<file path="src/rtl/dcro_freq_det_pkg.sv">
// dcro_pkg: definitions shared by the DCRO frequency detector and the DCRO
// select-word controller.
//   - DCRO_SEL_LEN : default select width, so detector and controller agree
//   - state_t      : detector FSM states
//   - sel_max/min  : saturation limits of a (sel_len+1)-bit signed increment
package dcro_pkg;

  localparam int DCRO_SEL_LEN = 8;

  typedef enum logic [1:0] {
    IDLE    = 2'd0,
    MEASURE = 2'd1,
    COMPUTE = 2'd2,
    OUTPUT  = 2'd3
  } state_t;

  // Largest value representable in a (sel_len+1)-bit two's complement word.
  function automatic int sel_max(input int sel_len);
    return (1 << sel_len) - 1;
  endfunction

  // Smallest value representable in a (sel_len+1)-bit two's complement word.
  function automatic int sel_min(input int sel_len);
    return -(1 << sel_len);
  endfunction

endpackage

</file>
<file path="src/rtl/dcro_freq_det_if.sv">
// dcro_freq_det_if: control/result bundle between the frequency detector and
// its surroundings (enable/target in, controller drive and status out).
//   en        : run enable
//   target    : expected edges per window (unsigned)
//   err_out   : signed word for the controller's sel_in
//   mode_out  : controller mode (0 absolute, 1 incremental)
//   err_valid : one-cycle strobe marking an increment
//   meas_cnt  : last completed window edge count
//   locked    : frequency lock indication
// master = the detector side, slave = the side driving en/target.
interface dcro_freq_det_if
  import dcro_pkg::*;
#(
  parameter int SEL_LEN = DCRO_SEL_LEN,
  parameter int CNT_W   = 16
);
  logic                      en;
  logic [CNT_W-1:0]          target;
  logic signed [SEL_LEN:0]   err_out;
  logic                      mode_out;
  logic                      err_valid;
  logic [CNT_W-1:0]          meas_cnt;
  logic                      locked;

  modport master (
    input  en, target,
    output err_out, mode_out, err_valid, meas_cnt, locked
  );

  modport slave (
    output en, target,
    input  err_out, mode_out, err_valid, meas_cnt, locked
  );
endinterface

</file>
<file path="src/rtl/dcro_freq_det_osc_edge_sync.sv">
// osc_edge_sync: brings the asynchronous DCRO output into the clk domain with
// a 2-flop synchronizer and produces a registered one-cycle pulse per rising
// edge.
//   clk    : system clock
//   rst_n  : asynchronous active-low reset
//   osc_in : DCRO output (asynchronous, below f_clk/2)
//   edge_p : one-cycle pulse, 3 clk after the edge reaches the first flop
module osc_edge_sync (
  input  logic clk,
  input  logic rst_n,
  input  logic osc_in,
  output logic edge_p
);
  logic sync1_reg;
  logic sync2_reg;
  logic sync2_d_reg;
  logic edge_reg;

  always_ff @(posedge clk or negedge rst_n) begin
    if (!rst_n) begin
      sync1_reg   <= 1'b0;
      sync2_reg   <= 1'b0;
      sync2_d_reg <= 1'b0;
      edge_reg    <= 1'b0;
    end else begin
      sync1_reg   <= osc_in;
      sync2_reg   <= sync1_reg;
      sync2_d_reg <= sync2_reg;
      // rising edge: synchronized level high now, low one cycle earlier
      edge_reg    <= sync2_reg & ~sync2_d_reg;
    end
  end

  assign edge_p = edge_reg;
endmodule

</file>
<file path="src/rtl/dcro_freq_det.sv">
// dcro_freq_det: counter-based frequency detector driving the DCRO select-word
// controller. Counts DCRO rising edges over WIN_LEN clk cycles, compares with
// the target, and once per window emits a scaled, saturated signed increment
// in incremental mode. While disabled it holds the controller in absolute
// mode at INIT_SEL.
//   clk    : system clock (single domain)
//   rst_n  : asynchronous active-low reset
//   osc_in : DCRO output, asynchronous
//   bus    : dcro_freq_det_if master (en/target in; err_out, mode_out,
//            err_valid, meas_cnt, locked out -- all registered)
module dcro_freq_det
  import dcro_pkg::*;
#(
  parameter int SEL_LEN    = DCRO_SEL_LEN,
  parameter int CNT_W      = 16,
  parameter int WIN_LEN    = 1024,
  parameter int GAIN_SHIFT = 2,
  parameter int LOCK_TOL   = 2,
  parameter int LOCK_CNT   = 4,
  parameter int INIT_SEL   = 128
) (
  input  logic                   clk,
  input  logic                   rst_n,
  input  logic                   osc_in,
  dcro_freq_det_if.master        bus
);
  localparam int WIN_W  = $clog2(WIN_LEN);
  localparam int LOCK_W = $clog2(LOCK_CNT + 1);
  localparam logic [CNT_W-1:0]    CNT_MAX   = '1;
  localparam logic [WIN_W-1:0]    WIN_LAST  = WIN_W'(WIN_LEN - 1);
  localparam logic [LOCK_W-1:0]   LOCK_FULL = LOCK_W'(LOCK_CNT);
  localparam logic signed [SEL_LEN:0] INIT_WORD = (SEL_LEN+1)'(INIT_SEL);

  state_t state_reg, state_next;

  logic [WIN_W-1:0]   win_cnt_reg;
  logic [CNT_W-1:0]   edge_cnt_reg;
  logic [CNT_W-1:0]   target_reg;
  logic [LOCK_W-1:0]  lock_run_reg;

  logic signed [SEL_LEN:0] err_out_reg;
  logic                    mode_out_reg;
  logic                    err_valid_reg;
  logic [CNT_W-1:0]        meas_cnt_reg;
  logic                    locked_reg;

  logic edge_p;
  logic win_last;

  // arithmetic evaluated while in COMPUTE
  logic signed [CNT_W:0]   diff;
  logic signed [CNT_W:0]   q;
  logic [CNT_W:0]          abs_diff;
  int                      q_int;
  logic signed [SEL_LEN:0] q_sat;
  logic                    in_tol;
  logic [LOCK_W-1:0]       lock_run_next;

  osc_edge_sync u_edge (
    .clk    (clk),
    .rst_n  (rst_n),
    .osc_in (osc_in),
    .edge_p (edge_p)
  );

  assign win_last = (win_cnt_reg == WIN_LAST);

  // ---------------------------------------------------------------- FSM
  always_ff @(posedge clk or negedge rst_n) begin
    if (!rst_n) begin
      state_reg <= IDLE;
    end else begin
      state_reg <= state_next;
    end
  end

  always_comb begin
    state_next = state_reg;
    unique case (state_reg)
      IDLE:    if (bus.en) state_next = MEASURE;
      MEASURE: begin
        if (!bus.en)       state_next = IDLE;
        else if (win_last) state_next = COMPUTE;
      end
      COMPUTE: state_next = bus.en ? OUTPUT : IDLE;
      OUTPUT:  state_next = bus.en ? MEASURE : IDLE;
      default: state_next = IDLE;
    endcase
  end

  // ---------------------------------------------------------- arithmetic
  always_comb begin
    diff     = $signed({1'b0, target_reg}) - $signed({1'b0, edge_cnt_reg});
    q        = diff >>> GAIN_SHIFT;
    abs_diff = diff[CNT_W] ? $unsigned(-diff) : $unsigned(diff);
    in_tol   = (int'(abs_diff) <= LOCK_TOL);
    q_int    = int'(q);

    if (q_int > sel_max(SEL_LEN)) begin
      q_sat = (SEL_LEN+1)'(sel_max(SEL_LEN));
    end else if (q_int < sel_min(SEL_LEN)) begin
      q_sat = (SEL_LEN+1)'(sel_min(SEL_LEN));
    end else begin
      q_sat = q[SEL_LEN:0];
    end

    if (!in_tol) begin
      lock_run_next = '0;
    end else if (lock_run_reg == LOCK_FULL) begin
      lock_run_next = lock_run_reg;
    end else begin
      lock_run_next = lock_run_reg + LOCK_W'(1);
    end
  end

  // ------------------------------------------------ counters and target
  always_ff @(posedge clk or negedge rst_n) begin
    if (!rst_n) begin
      win_cnt_reg  <= '0;
      edge_cnt_reg <= '0;
      target_reg   <= '0;
      lock_run_reg <= '0;
    end else begin
      unique case (state_reg)
        IDLE: begin
          win_cnt_reg  <= '0;
          edge_cnt_reg <= '0;
          lock_run_reg <= '0;
          if (bus.en) target_reg <= bus.target;
        end
        MEASURE: begin
          if (!bus.en) begin
            win_cnt_reg  <= '0;
            edge_cnt_reg <= '0;
            lock_run_reg <= '0;
          end else begin
            win_cnt_reg <= win_last ? '0 : win_cnt_reg + WIN_W'(1);
            // the final window cycle still counts its edge; the count then
            // holds through COMPUTE so later edges are discarded
            if (edge_p && edge_cnt_reg != CNT_MAX) begin
              edge_cnt_reg <= edge_cnt_reg + CNT_W'(1);
            end
          end
        end
        COMPUTE: begin
          if (bus.en) begin
            lock_run_reg <= lock_run_next;
          end else begin
            edge_cnt_reg <= '0;
            lock_run_reg <= '0;
          end
        end
        OUTPUT: begin
          win_cnt_reg  <= '0;
          edge_cnt_reg <= '0;
          if (bus.en) target_reg   <= bus.target;
          else        lock_run_reg <= '0;
        end
        default: begin
          win_cnt_reg  <= '0;
          edge_cnt_reg <= '0;
          lock_run_reg <= '0;
        end
      endcase
    end
  end

  // ------------------------------------------------------------ outputs
  // Registered from the next state so each output is valid during the
  // cycle its state occupies; err_out is zero in incremental mode except
  // for the single OUTPUT cycle, since the controller accumulates it.
  always_ff @(posedge clk or negedge rst_n) begin
    if (!rst_n) begin
      err_out_reg   <= INIT_WORD;
      mode_out_reg  <= 1'b0;
      err_valid_reg <= 1'b0;
      meas_cnt_reg  <= '0;
      locked_reg    <= 1'b0;
    end else begin
      mode_out_reg  <= (state_next != IDLE);
      err_valid_reg <= (state_next == OUTPUT);
      unique case (state_next)
        IDLE: begin
          err_out_reg <= INIT_WORD;
          locked_reg  <= 1'b0;
        end
        OUTPUT: begin
          err_out_reg  <= q_sat;
          meas_cnt_reg <= edge_cnt_reg;
          locked_reg   <= (lock_run_next == LOCK_FULL);
        end
        default: begin
          err_out_reg <= '0;
        end
      endcase
    end
  end

  assign bus.err_out   = err_out_reg;
  assign bus.mode_out  = mode_out_reg;
  assign bus.err_valid = err_valid_reg;
  assign bus.meas_cnt  = meas_cnt_reg;
  assign bus.locked    = locked_reg;

endmodule

</file>
<file path="src/flat_wrapper.sv">
// flat-port wrapper written by rule: the top's interface ports become plain ports
module dcro_freq_det_flat import dcro_pkg::*;
#(
  parameter int SEL_LEN    = DCRO_SEL_LEN,
  parameter int CNT_W      = 16,
  parameter int WIN_LEN    = 1024,
  parameter int GAIN_SHIFT = 2,
  parameter int LOCK_TOL   = 2,
  parameter int LOCK_CNT   = 4,
  parameter int INIT_SEL   = 128
)
  (clk, rst_n, osc_in, bus_en, bus_target, bus_err_out, bus_mode_out, bus_err_valid, bus_meas_cnt, bus_locked);
  dcro_freq_det_if #(.SEL_LEN(SEL_LEN), .CNT_W(CNT_W)) bus_i ();
  input  logic clk;
  input  logic rst_n;
  input  logic osc_in;
  input wire logic [$bits(bus_i.en)-1:0] bus_en;
  input wire logic [$bits(bus_i.target)-1:0] bus_target;
  output wire logic [$bits(bus_i.err_out)-1:0] bus_err_out;
  output wire logic [$bits(bus_i.mode_out)-1:0] bus_mode_out;
  output wire logic [$bits(bus_i.err_valid)-1:0] bus_err_valid;
  output wire logic [$bits(bus_i.meas_cnt)-1:0] bus_meas_cnt;
  output wire logic [$bits(bus_i.locked)-1:0] bus_locked;
  assign bus_i.en = bus_en;
  assign bus_i.target = bus_target;
  assign bus_err_out = bus_i.err_out;
  assign bus_mode_out = bus_i.mode_out;
  assign bus_err_valid = bus_i.err_valid;
  assign bus_meas_cnt = bus_i.meas_cnt;
  assign bus_locked = bus_i.locked;
  dcro_freq_det #(.SEL_LEN(SEL_LEN), .CNT_W(CNT_W), .WIN_LEN(WIN_LEN), .GAIN_SHIFT(GAIN_SHIFT), .LOCK_TOL(LOCK_TOL), .LOCK_CNT(LOCK_CNT), .INIT_SEL(INIT_SEL)) u_core (.clk(clk), .rst_n(rst_n), .osc_in(osc_in), .bus(bus_i));
endmodule
</file>
<file path="config.mk">
export PLATFORM = sky130hd
export DESIGN_NAME = dcro_freq_det_flat
export DESIGN_NICKNAME = d
export VERILOG_FILES = /design/src/rtl/dcro_freq_det_pkg.sv /design/src/rtl/dcro_freq_det_if.sv /design/src/rtl/dcro_freq_det_osc_edge_sync.sv /design/src/rtl/dcro_freq_det.sv /design/src/flat_wrapper.sv
export SDC_FILE = /design/constraint.sdc
export NUM_CORES = 1
export LEC_CHECK = 0
export CAP_MARGIN = 10
export CELL_PAD_IN_SITES_DETAIL_PLACEMENT = 0
export CELL_PAD_IN_SITES_GLOBAL_PLACEMENT = 1
export CORE_UTILIZATION = 45
export CTS_CLUSTER_DIAMETER = 50
export DETAILED_ROUTE_END_ITERATION = 7
export PLACE_DENSITY = 0.85
export SYNTH_ARGS = -nofsm -noshare
export SYNTH_HDL_FRONTEND = slang
export SYNTH_SLANG_ARGS = --single-unit
</file>
<file path="constraint.sdc">
create_clock -name clk -period 3.9 [get_ports clk]
set_input_delay 0.585 -clock clk [delete_from_list [all_inputs] [get_ports clk]]
set_output_delay 0.585 -clock clk [all_outputs]
set_load 0.1 [all_outputs]
</file>
# After elaboration in Yosys (flattened, before gate mapping)

Index checks and enable logic that the tools add are counted.
W data, S select, Z words.

Register bits: 79
Output and inout port bits: 28
Logic and storage cells: 68

Add/subtract/negate cells: 5
$lt $le $gt $ge: 3
Eq/ne operators: 11
Mux-type cells: 23
Bitwise logic cells: 2
Reduce and logical (&&, ||, !) cells: 10

Operator list:

| kind                    | count |
|---|---|
| $mux W16                | 3 |
| $pmux W16 S3            | 1 |
| $mux W10                | 2 |
| $pmux W10 S2            | 1 |
| $mux W9                 | 2 |
| $pmux W9 S2             | 1 |
| $le A17 B2 Y1 const B   | 1 |
| $mux W17                | 1 |
| $neg A17 Y17            | 1 |
| $sub A16 B16 Y17        | 1 |
| $add A16 B1 Y16 const B | 1 |
| $ne A16 B16 Y1 const B  | 1 |
| $gt A15 B9 Y1 const B   | 1 |
| $lt A15 B9 Y1 const B   | 1 |
| $mux W3                 | 4 |
| $add A10 B1 Y10 const B | 1 |
| $eq A10 B10 Y1 const B  | 1 |
| $pmux W3 S3             | 1 |
| $mux W2                 | 4 |
| $pmux W2 S4             | 1 |
| $eq A2 B2 Y1 const B    | 3 |
| $eq A3 B3 Y1 const B    | 2 |
| $reduce_bool A2 Y1      | 3 |
| $logic_not A2 Y1        | 2 |
| 11 further kinds        | 14 |

# Longest topological paths before layout

Gate-level depths: netlist of run 1.

Depth after elaboration: 7
Gate-level depth with buffers: 15

# Hierarchy

Synthesis of run 1 repeated with hierarchy kept, for this count alone.

Cell total of the unflattened synthesis: 537
Area total of the unflattened synthesis: 5,027.3 sq um

Modules (own cells, without submodules):

| module        | instances | cells an instance | area an instance (sq um) | sequential area each (sq um) |
|---|---|---|---|---|
| dcro_freq_det | 1         | 532               | 4,913.5                  | 1,878.1 |
| osc_edge_sync | 1         | 5                 | 113.9                    | 100.1 |

# Worst setup path after synthesis of run 1

OpenSTA, ideal clock, no wires.

Kind: flip-flop to flip-flop
From: register u_core.edge_cnt_reg[0]
To: register u_core.lock_run_reg[2]
Arrival: 3,072 ps
Slack: 748 ps
Cell stages (with the launch flop): 14
Path buffers: 1
Clock period less this slack: 3,152 ps
Cells stage by stage: dfrtp_1 ha_1 fa_1 nor2b_1 o2111ai_2 a31o_2 and2_1 buf_6 nor2_2 and3_1 o2111ai_1 a2111oi_4 a41oi_1 nor3b_2

Cells in the longest elaborated chain, start to end: 7

RTL lines:

| element                | line                 | text |
|---|---|---|
| from (decl)            | dcro_freq_det.sv:37  | `logic [CNT_W-1:0] edge_cnt_reg;` |
| from (signal assigned) | dcro_freq_det.sv:141 | `edge_cnt_reg <= edge_cnt_reg + CNT_W'(1);` |
| $sub A16 B16 Y17 *     | dcro_freq_det.sv:93  | `diff = $signed({1'b0, target_reg}) - $signed({1'b0, edge_cnt_reg});` |
| $neg A17 Y17           | dcro_freq_det.sv:95  | `abs_diff = diff[CNT_W] ? $unsigned(-diff) : $unsigned(diff);` |
| $mux W17 *             | dcro_freq_det.sv:95  |  |
| $le A17 B2 Y1 *        | dcro_freq_det.sv:96  | `in_tol = (int'(abs_diff) <= LOCK_TOL);` |
| $mux W3 *              | dcro_freq_det.sv:107 | `if (!in_tol) begin` |
| $mux W3 *              | dcro_freq_det.sv:146 | `if (bus.en) begin` |
| $pmux W3 S3 *          | dcro_freq_det.sv:124 | `unique case (state_reg)` |
| to (signal assigned)   | dcro_freq_det.sv:147 | `lock_run_reg <= lock_run_next;` |
| to (decl)              | dcro_freq_det.sv:39  | `logic [LOCK_W-1:0] lock_run_reg;` |

Every way passes the cells marked *; elsewhere a longest branch is shown, timed or not.
A chain may end at the register's enable or synchronous reset.

# Worst setup path after layout of run 1

Same ends and word-level chain as after synthesis.

==> results.md, run 1 <==
- IO buf count: 47
- DIE AREA: 11500 um2
- Clk pin slew, worst setup/hold paths: 0.09 ns
- Multi-input logic area: 2810 um2
- Residual DRC count: 0
- CTS Hold Bufs: 0
- Clock sink count: 79
- CP startpoint kind: flop
- Layout cell share with drive strength beyond 1: 12.4%
- Power per Cell Area: 671 nW/um2
- Hold Startpoint: u_core.u_edge.sync1_reg
- Placed insts: 696
- Total CTS buffers: 9
- Final setup fails: 0
- Syn_area_per_cell: 9.57 um2
- WP data arrival: 4.03 ns
- Via count: 4045
- Critical Path Fanout Max: 16
- Die W: 107 um
- Die Y: 107 um
- Max Slew Vio Count: 0
- Vias in the first global route: 3871
- Design Area, Final: 5800 um2
- Period utilization: 95.9%
- Initial DRC Count: 165
- R2R Path Start: u_core.edge_cnt_reg[0]
- H-tree lvl count: 3
- Clk root buf: clkbuf_8
- Synth area leaders: dfrtp_1 (39%), mux2_2 (7.2%), ha_1 (7.0%)
- Post-Route WL: 11.3 mm
- Sequential element share of the synthesized area: 39.7%
- Worst IR Drop VDD: 0.417 mV
- Leading area contributor after synthesis: dfrtp_1
- CTS tree: built
- Post-DP HPWL: 8.44 mm
- Combinational Power Share: 57.7%
- Total iterations of the first detailed-routing run: 5
- Post-CTS Resized: 0
- Routed len/inst: 15.9 um
- Int Power: 2.08 mW
- Post-DRT Antenna Nets: 0
- First-pass GRT wire length: 19.2 mm
- CP Capture Type: flop
- Predominant post-synthesis flop cell: dfrtp_1
- Row Count: 38
- Synth Net Count: 570
- Crit path largest cell delay: 0.49 ns
- Layout Skew: 0.0124 ns
- FF-to-FF path depth: 12
- Area after DPL: 5570 um2
- Period minus WS final: 3.74 ns
- Clock power frac: 16.6%
- RSZ-0062 raised after global routing: no
- Worst R2R Setup Slack: 0.16 ns
- Final core utilization: 53.5%
- # Post-CTS Setup Buffers: 0
- YS warnings: 0
- Syn Std Cell Area: 4990 um2
- Register area: 1980 um2
- Filler cells: 1018
- Sw power: 1.81 mW
- Status: finished clean
- Share of the synthesized area in the top cell type: 39.1%
- Required time of the critical path: 4.19 ns
- Max-cap violation count: 0
- Min-delay worst type: reg2reg
- Post-synth EDFFs: 0
- Slew HR: 33.6%
- Clock Tree Buf Depth: 2
- GPL Wtd Cong: 0.846
- Global-route usage over all layers: 21.5%
- Antenna violations before repair: 0
- Largest net degree at the start of global routing: 80
- Layout net count: 616
- Crit path cell chain: ha_1, fa_1, nor2b_1, o2111ai_2, a311o_1, a31oi_4, o21bai_1, a32o_1, o211ai_1, a2111oi_4, a41oi_1, nor3b_2
- Slowest CP cell: fa_1
- Worst Tran Pin Value: 0.996 ns
- Final hold vios: 0
- Yosys reg bits: 79
- Worst hold stages: 0
- IO Count: 48
- Drt via density: 5.68
- Reg power frac: 25.7%
- Tot Pwr: 3.89 mW
- Core Area: 10800 um2
- Yosys cell types: 80
- CP Launch Point: u_core.edge_cnt_reg[0]
- Switching portion of total power: 46.6%
- Finished Layout Cells: 712
- Fraction of registers with async set/reset: 100%
- Sum of negative setup slack: 0 ns
- Synth Instances: 521
- Leakage: 2.41 nW
- Gr ovfl total: 0
- # diodes: 0
- Max Fclk: 0.267 GHz
- Setup Crit Path Kind: reg2reg
- Initial Utilization: 46.0%
- Worst-Skew Late Latency: 0.36 ns
- Area delta synth->final: 16.3%
==> worst paths after layout <==
| kind | end |
|---|---|
| min in group asynchronous | u_core.lock_run_reg[1] |
| hold reg to reg | u_core.u_edge.sync2_reg |
| setup / recovery | u_core.lock_run_reg[2] |
| setup reg to reg | u_core.lock_run_reg[2] |
| hold / removal | u_core.u_edge.sync2_reg |
| max in group asynchronous | u_core.win_cnt_reg[8] |
==> through the flow <==
| stage | setup WS [ns] | hold WS, ns |
|---|---|---|
| final | 0.160 | 0.355 |
| after floorplan | 0.748 | 0.289 |
| after global placement | 0.345 | 0.337 |
| after global routing | 0.00499 | 0.362 |
| after detailed placement | 0.280 | 0.337 |
| after CTS | 0.249 | 0.359 |
==> logic make-up (layout without fill, tap and decap cells) <==
| family | count (synthesis) | in the layout | share of synthesized area (%) |
|---|---|---|---|
| multiplexers | 34 | 34 | 7.63 |
| AND/OR/NAND/NOR | 175 | 175 | 17.9 |
| AO/OA/AOI/OAI | 134 | 134 | 19.3 |
| buffers and inverters | 49 | 100 | 4.17 |
| flip-flops | 79 | 79 | 39.7 |
| adder cells (fa/ha/maj) | 29 | 29 | 7.43 |
| XOR/XNOR | 21 | 21 | 3.84 |
==> cells in the mapped netlist, types with 5 or more instances <==
cell type and count:
a21o_1 8, a21oi_1 27, and2_1 9, and3_1 11
clkbuf_1 7, dfrtp_1 78, ha_1 28, inv_1 34
mux2_2 32, nand2_1 44, nand2b_1 5, nand3_1 17
nand4_1 5, nor2_1 36, nor2b_1 6, nor3_1 13
o211ai_1 8, o21ai_0 30, or3_1 7, xnor2_1 16
==> metal layers <==
layer / global-route usage (%) / vias to the layer above / wire length [um]
li1: - / 1997 / -
met1: 30.7 / 1953 / 5760
met2: 33.1 / 82 / 4980
met3: 4.18 / 13 / 419
met4: 5.68 / 0 / 154
met5: 0 / - / 0
==> cell usage in the layout, fill, tap and decap left out, types with 9 or more instances in the layout <==
master           Yosys  final
and3_1              11     11
nor2_1              36     36
mux2_2              32     32
nand2_1             44     44
clkbuf_8             0     10
clkdlybuf4s50_1      0     46
and2_1               9      9
o21ai_0             30     30
nor3_1              13     13
dfrtp_1             78     78
nand3_1             17     17
ha_1                28     28
xnor2_1             16     16
inv_1               34     34
a21oi_1             27     27
==> worst max-delay path: cells and delay by family (launching register included) <==
family	cells	cell delay (ns)
compound gates	8	2.09
fa+ha+maj	2	0.73
flops	1	0.46
simple gates	2	0.37
==> cell type report <==
class	count	area share [%]
clock buffers	10	2.37
clock inverters	6	1.32
inverters	34	2.20
multi-input cells	393	48.5
flip-flops and latches	79	34.1
well taps	140	3.02
repair buffers	50	8.46
==> power groups by stage <==
stage          clock network (mW)  registers (mW)  logic (mW)
6_report                    0.647            1.00        2.24
5_1_grt                     0.703            1.01        2.47
4_1_cts                     0.673            1.00        2.21
3_5_place_dp                    0            1.02        2.19
3_3_place_gp                    0            1.01        2.20
2_1_floorplan                   0            1.07        1.70
Power figures use the tool's default switching activity.
==> run 2, diff against run 1 <==
--- a/config.mk
+++ b/config.mk
@@ -5,7 +5,7 @@
 export SDC_FILE = /design/constraint.sdc
 export NUM_CORES = 1
 export LEC_CHECK = 0
-export CAP_MARGIN = 10
+export CAP_MARGIN = 20
 export CELL_PAD_IN_SITES_DETAIL_PLACEMENT = 0
 export CELL_PAD_IN_SITES_GLOBAL_PLACEMENT = 1
 export CORE_UTILIZATION = 45
@@ -14,4 +14,5 @@
 export PLACE_DENSITY = 0.85
 export SYNTH_ARGS = -nofsm -noshare
 export SYNTH_HDL_FRONTEND = slang
+export SYNTH_HIERARCHICAL = 1
 export SYNTH_SLANG_ARGS = --single-unit
==> constraint.sdc (replaced) <==
create_clock -name clk -period 4.2 [get_ports clk]
set_input_delay 0.63 -clock clk [delete_from_list [all_inputs] [get_ports clk]]
set_output_delay 0.63 -clock clk [all_outputs]
set_load 0.1 [all_outputs]
==> results.md, run 2 <==
- Status: finished clean
- Antenna violations before repair: 0 (unchanged)
- Leakage: 2.44 nW (+1.2%)
- Post-DP HPWL: 8.54 mm (+1.2%)
- Yosys reg bits: 79 (unchanged)
- Filler cells: 1003 (-1.5%)
- Worst Tran Pin Value: 0.974 ns (-0.0212 ns)
- Share of the synthesized area in the top cell type: 38.8% (-0.32 points)
- Area delta synth->final: 17.1%
- Period minus WS final: 3.89 ns (+0.150 ns)
- Layout cell share with drive strength beyond 1: 11.4% (-1.0 points)
- Synth Net Count: 586 (+2.8%)
- Row Count: 38 (unchanged)
- R2R Path Start: u_core/edge_cnt_reg[0]
- Routed len/inst: 15.9 um (+0.13%)
- RSZ-0062 raised after global routing: no
- Core Area: 10800 um2 (unchanged)
- Synth Instances: 537 (+3.1%)
- Predominant post-synthesis flop cell: dfrtp_1
- IO Count: 48 (unchanged)
- CP startpoint kind: flop
- CP Capture Type: flop
- Clk pin slew, worst setup/hold paths: 0.09 ns (about the same)
- Residual DRC count: 0 (unchanged)
- Critical Path Fanout Max: 7 (-9)
- Final hold vios: 0 (unchanged)
- Syn_area_per_cell: 9.36 um2 (-2.2%)
- Gr ovfl total: 0 (unchanged)
- Setup Crit Path Kind: reg2reg
- Worst IR Drop VDD: 0.285 mV (-32%)
- Layout net count: 633 (+2.8%)
- Global-route usage over all layers: 21.6% (+0.12 points)
- CTS Hold Bufs: 0 (unchanged)
- Synth area leaders: dfrtp_1 (39%), ha_1 (7.0%), mux2_2 (6.9%)
- Clock sink count: 79 (unchanged)
- Commonest non-fill, non-tap cell in the layout: dfrtp_1
- Drt via density: 5.93 (+4.4%)
- Syn Std Cell Area: 5030 um2 (+0.83%)
- First-pass GRT wire length: 19.7 mm (+2.4%)
- DIE AREA: 11600 um2 (+0.81%)
- Post-DRT Antenna Nets: 0 (unchanged)
- Clock Tree Buf Depth: 2 (unchanged)
- Total CTS buffers: 9 (unchanged)
- Vias in the first global route: 4242 (+9.6%)
- Via count: 4323 (+6.9%)
- Initial DRC Count: 275 (+67%)
- Final setup fails: 0 (unchanged)
- H-tree lvl count: 3 (unchanged)
- Leading area contributor after synthesis: dfrtp_1
- Max-cap violation count: 0 (unchanged)
- CTS tree: built
- Total iterations of the first detailed-routing run: 5 (unchanged)
- Placed insts: 712 (+2.3%)
- Top post-synthesis cells by count: dfrtp_1 (78), o21ai_0 (55), nand2_1 (47)
- Post-synth EDFFs: 0 (unchanged)
- IO buf count: 47 (unchanged)
- Required time of the critical path: 4.49 ns (+0.30 ns)
- Post-CTS Resized: 0 (unchanged)
- YS warnings: 6 (+6)
- Final hold slack: 0.177 ns (-0.178 ns)
- Largest net degree at the start of global routing: 80 (unchanged)
- Die Y: 108 um (+0.41%)
- Final core utilization: 54.3% (+0.85 points)
- Sequential element share of the synthesized area: 39.3% (-0.33 points)
- Post-Route WL: 11.6 mm (+2.5%)
- Tot Pwr: 4.02 mW (+3.2%)
- Period utilization: 92.6% (-3.3 points)
- Max Fclk: 0.257 GHz (-3.9%)
- Layout Skew: 0.00662 ns (-0.00578 ns)
- CP Launch Point: u_core/edge_cnt_reg[0]
- # Post-CTS Setup Buffers: 0 (unchanged)
- Die W: 108 um (+0.41%)
- Most frequent cell after synthesis: dfrtp_1
- Fraction of registers with async set/reset: 100% (unchanged)
- Most frequent cells in the layout: dfrtp_1 (78), o21ai_0 (55), nand2_1 (47)
- Clk root buf: clkbuf_8
- Max Slew Vio Count: 0 (unchanged)
- Initial Utilization: 46.4% (+0.38 points)
- Worst-Skew Late Latency: 0.36 ns (about the same)
- Power per Cell Area: 682 nW/um2 (+1.6%)
- WP data arrival: 4.18 ns (+0.15 ns)
- Yosys cell types: 75 (-6.3%)
- Slew HR: 34.8% (+1.2 points)
- GPL Wtd Cong: 0.864 (+2.1%)
- Sum of negative setup slack: 0 ns (unchanged)
- # diodes: 0 (unchanged)
- Finished Layout Cells: 729 (+2.4%)
- Min-delay worst type: in2async
## run 2: per-stage QoR
stage / setup slack, ns / cell area [um2]
CTS: 0.265 / 5860
finish: 0.309 / 5890
floorplan: 0.756 / 5030
detailed placement: 0.305 / 5640
global placement: 0.490 / 5640
global route: 0.0447 / 5890
## run 2: layout make-up
class	instances	area [um2]	share of cell area [%]
clock buffers	9	124	2.10
clock inverters	7	103	1.74
inverters	29	109	1.85
multi-input cells	412	2870	48.7
flip-flops and latches	79	1980	33.6
well taps	140	175	2.97
repair buffers	53	533	9.05
## run 2: power by group
part | internal [mW] | total, mW | switching, mW
sequential | 0.868 | 0.947 | 0.0788
combinational | 0.909 | 2.42 | 1.51
clock | 0.340 | 0.649 | 0.309
## run 2: kinds of logic (layout without fill, tap and decap cells)
logic type                 after synthesis  after routing  synth area share, %
and+or+nand+nor                        170            170                 17.6
AOI/OAI and AO/OA                      162            162                 21.6
DFF                                     79             79                 39.3
buffers and inverters                   46             98                 3.61
muxes                                   33             33                 7.34
adders and majority gates               29             29                 7.37
xor gates and xnor gates                18             18                 3.14
## run 2: worst max-delay path, cell delays in order (launching register included)
cell and delay (ns):
dfrtp_1 0.44, ha_1 0.26, fa_1 0.42, nand2b_1 0.23, a21oi_1 0.26, xor2_1 0.21, a2111oi_4 0.49, nor4b_4 0.37
a31o_1 0.21, nand3_2 0.10, a2111oi_4 0.50, o2111ai_1 0.17, a21oi_1 0.16
## run 2: worst paths after layout
check | to | slack (ns) | depth (start not counted)
hold reg to reg | u_core/u_edge/sync2_reg | 0.35 | 0
min in group clk | u_core/u_edge/sync2_reg | 0.35 | 0
setup reg to reg | u_core/lock_run_reg[2] | 0.31 | 12
setup / recovery | u_core/lock_run_reg[2] | 0.31 | 12
hold / removal | u_core/bus.meas_cnt[6] | 0.18 | 1
max in group asynchronous | u_core/state_reg[0] | 3.43 | 2
## run 2: metal layers
| layer | GRT usage, % | wire (um) |
|---|---|---|
| met5 | 0 | 0 |
| met3 | 4.18 | 539 |
| met4 | 8.32 | 153 |
| met2 | 33.7 | 5230 |
| met1 | 29.4 | 5670 |
==> run 3, diff against run 2 <==
--- a/config.mk
+++ b/config.mk
@@ -12,6 +12,7 @@
 export CTS_CLUSTER_DIAMETER = 50
 export DETAILED_ROUTE_END_ITERATION = 7
 export PLACE_DENSITY = 0.85
+export RECOVER_POWER = 25
 export SYNTH_ARGS = -nofsm -noshare
 export SYNTH_HDL_FRONTEND = slang
 export SYNTH_HIERARCHICAL = 1
==> results.md, run 3 (synthesis results as in run 2) <==
- Buffers & Inverters on Critical Path: 0 (unchanged)
- Initial Utilization: 46.4% (unchanged)
- Layout net count: 633 (unchanged)
- Met2 Use GR: 33.7% (unchanged)
- Clk root buf: clkbuf_8
- First-pass GRT wire length: 19.7 mm (unchanged)
- Final hold vios: 0 (unchanged)
- Met3 Use GR: 4.18% (unchanged)
- Clock sink count: 79 (unchanged)
- Critical Path Fanout Max: 7 (unchanged)
- Core Area: 10800 um2 (unchanged)
- Clk pin slew, worst setup/hold paths: 0.09 ns (about the same)
- Layer with the highest usage: met2
- Max-cap violation count: 0 (unchanged)
- CP Capture Type: flop
- Placed insts: 712 (unchanged)
- Slowest CP cell: a2111oi_4
- Setup Crit Path Kind: reg2reg
- Clock Tree Buf Depth: 2 (unchanged)
- Vias in the first global route: 4242 (unchanged)
- # diodes: 0 (unchanged)
- CP startpoint kind: flop
- Global-route usage over all layers: 21.6% (unchanged)
- Slew HR: 4.28% (-31 points)
- Most frequent cells in the layout: dfrtp_1 (78), o21ai_0 (55), nand2_1 (47)
- Die W: 108 um (unchanged)
- Drt via density: 5.93 (about the same)
- Worst-Skew Late Latency: 0.36 ns (about the same)
- Residual DRC count: 0 (unchanged)
- Min-delay worst type: reg2reg
- Required time of the critical path: 4.49 ns (about the same)
- Crit path max-delay family: compound AO/OA/AOI/OAI gates
- Crit path largest cell delay: 0.50 ns (about the same)
- Period utilization: 92.5% (-0.13 points)
- RSZ-0062 raised after global routing: no
- Post-DRT Antenna Nets: 0 (unchanged)
- PnR worst setup slack: 0.315 ns (+0.00537 ns)
- Commonest non-fill, non-tap cell in the layout: dfrtp_1
- Period minus WS final: 3.89 ns (-0.00537 ns)
- Status: finished clean
- Layout cell share with drive strength beyond 1: 11.2% (-0.17 points)
- Finished Layout Cells: 729 (unchanged)
- Final setup fails: 0 (unchanged)
- Die Y: 108 um (unchanged)
- Crit path cell chain: ha_1, fa_1, nand2b_1, a21oi_1, xor2_1, a2111oi_4, nor4b_4, a31o_1, nand3_2, a2111oi_4, o2111ai_1, a21oi_1
- GPL Wtd Cong: 0.864 (unchanged)
- # Post-CTS Setup Buffers: 0 (unchanged)
- Power per Cell Area: 684 nW/um2 (+0.31%)
- Max Fclk: 0.257 GHz (+0.14%)
- Gr ovfl total: 0 (unchanged)
- Post-Route WL: 11.6 mm (-0.41%)
- CTS tree: built
- Row Count: 38 (unchanged)
- Initial DRC Count: 243 (-12%)
- Met1 GRT Util: 29.4% (unchanged)
- Antenna violations before repair: 0 (unchanged)
- Dpl ws: 0.305 ns (unchanged)
- Post-DP HPWL: 8.54 mm (unchanged)
- Worst Tran Pin Value: 1.44 ns (+0.461 ns)
- IO Count: 48 (unchanged)
- Area delta synth->final: 16.5%
- Layout Skew: 0.00680 ns (+0.000185 ns)
- Routed len/inst: 15.8 um (-0.41%)
- H-tree lvl count: 3 (unchanged)
- Largest net degree at the start of global routing: 80 (unchanged)
- Via count: 4325 (+0.046%)
- IO buf count: 47 (unchanged)
- CTS Hold Bufs: 0 (unchanged)
- Leakage: 2.42 nW (-0.65%)
- Sum of negative setup slack: 0 ns (unchanged)
- Worst IR Drop VDD: 0.283 mV (-0.43%)
- Total iterations of the first detailed-routing run: 5 (unchanged)
- Max Slew Vio Count: 0 (unchanged)
- DIE AREA: 11600 um2 (unchanged)
- Post-CTS Resized: 0 (unchanged)
- WP data arrival: 4.17 ns (about the same)
- Tot Pwr: 4.01 mW (-0.22%)
- Total CTS buffers: 9 (unchanged)
-- run 3: final cells by class --
cell class | instances | area (um2)
Tap cell | 140 | 175
Fill cell | 1007 | 4980
Clock buffer | 9 | 124
Clock inverter | 7 | 103
Inverter | 29 | 109
Timing Repair Buffer | 53 | 507
Sequential cell | 79 | 1980
Multi-Input combinational cell | 412 | 2860
-- run 3: where the power goes --
group | switching, mW | total [mW] | leakage, nW | internal (mW)
Clock | 0.306 | 0.647 | 0.104 | 0.341
Sequential | 0.0787 | 0.947 | 1.05 | 0.868
Combinational | 1.51 | 2.41 | 1.27 | 0.905
Total | 1.89 | 4.01 | 2.42 | 2.11
-- run 3: path summary, 6_finish.rpt --
path | from | endpoint | slack, ns | depth (start not counted)
max | u_core/edge_cnt_reg[0] | u_core/lock_run_reg[2] | 0.31 | 12
min | u_core/u_edge/sync1_reg | u_core/u_edge/sync2_reg | 0.35 | 0
max reg2reg | u_core/edge_cnt_reg[0] | u_core/lock_run_reg[2] | 0.31 | 12
min reg2reg | u_core/u_edge/sync1_reg | u_core/u_edge/sync2_reg | 0.35 | 0
max in group asynchronous | rst_n | u_core/bus.locked | 1.62 | 2
min in group asynchronous | rst_n | u_core/bus.meas_cnt[6] | 0.59 | 1
-- run 3: metal layers --
layer | up-vias | share of wire, %
met2 | 126 | 46
met5 | - | 0
met4 | 0 | 1.3
met1 | 2106 | 48
li1 | 2077 | -
met3 | 16 | 4.8
-- run 3: through the flow --
stage | area [um2] | hold WS [ns] | util (%)
after CTS | 5860 | 0.358 | 54.1
after floorplan | 5030 | 0.331 | -
final | 5860 | 0.355 | 54.0
after global placement | 5640 | 0.336 | 52.0
after global routing | 5860 | 0.366 | 54.0
after detailed placement | 5640 | 0.337 | 52.0
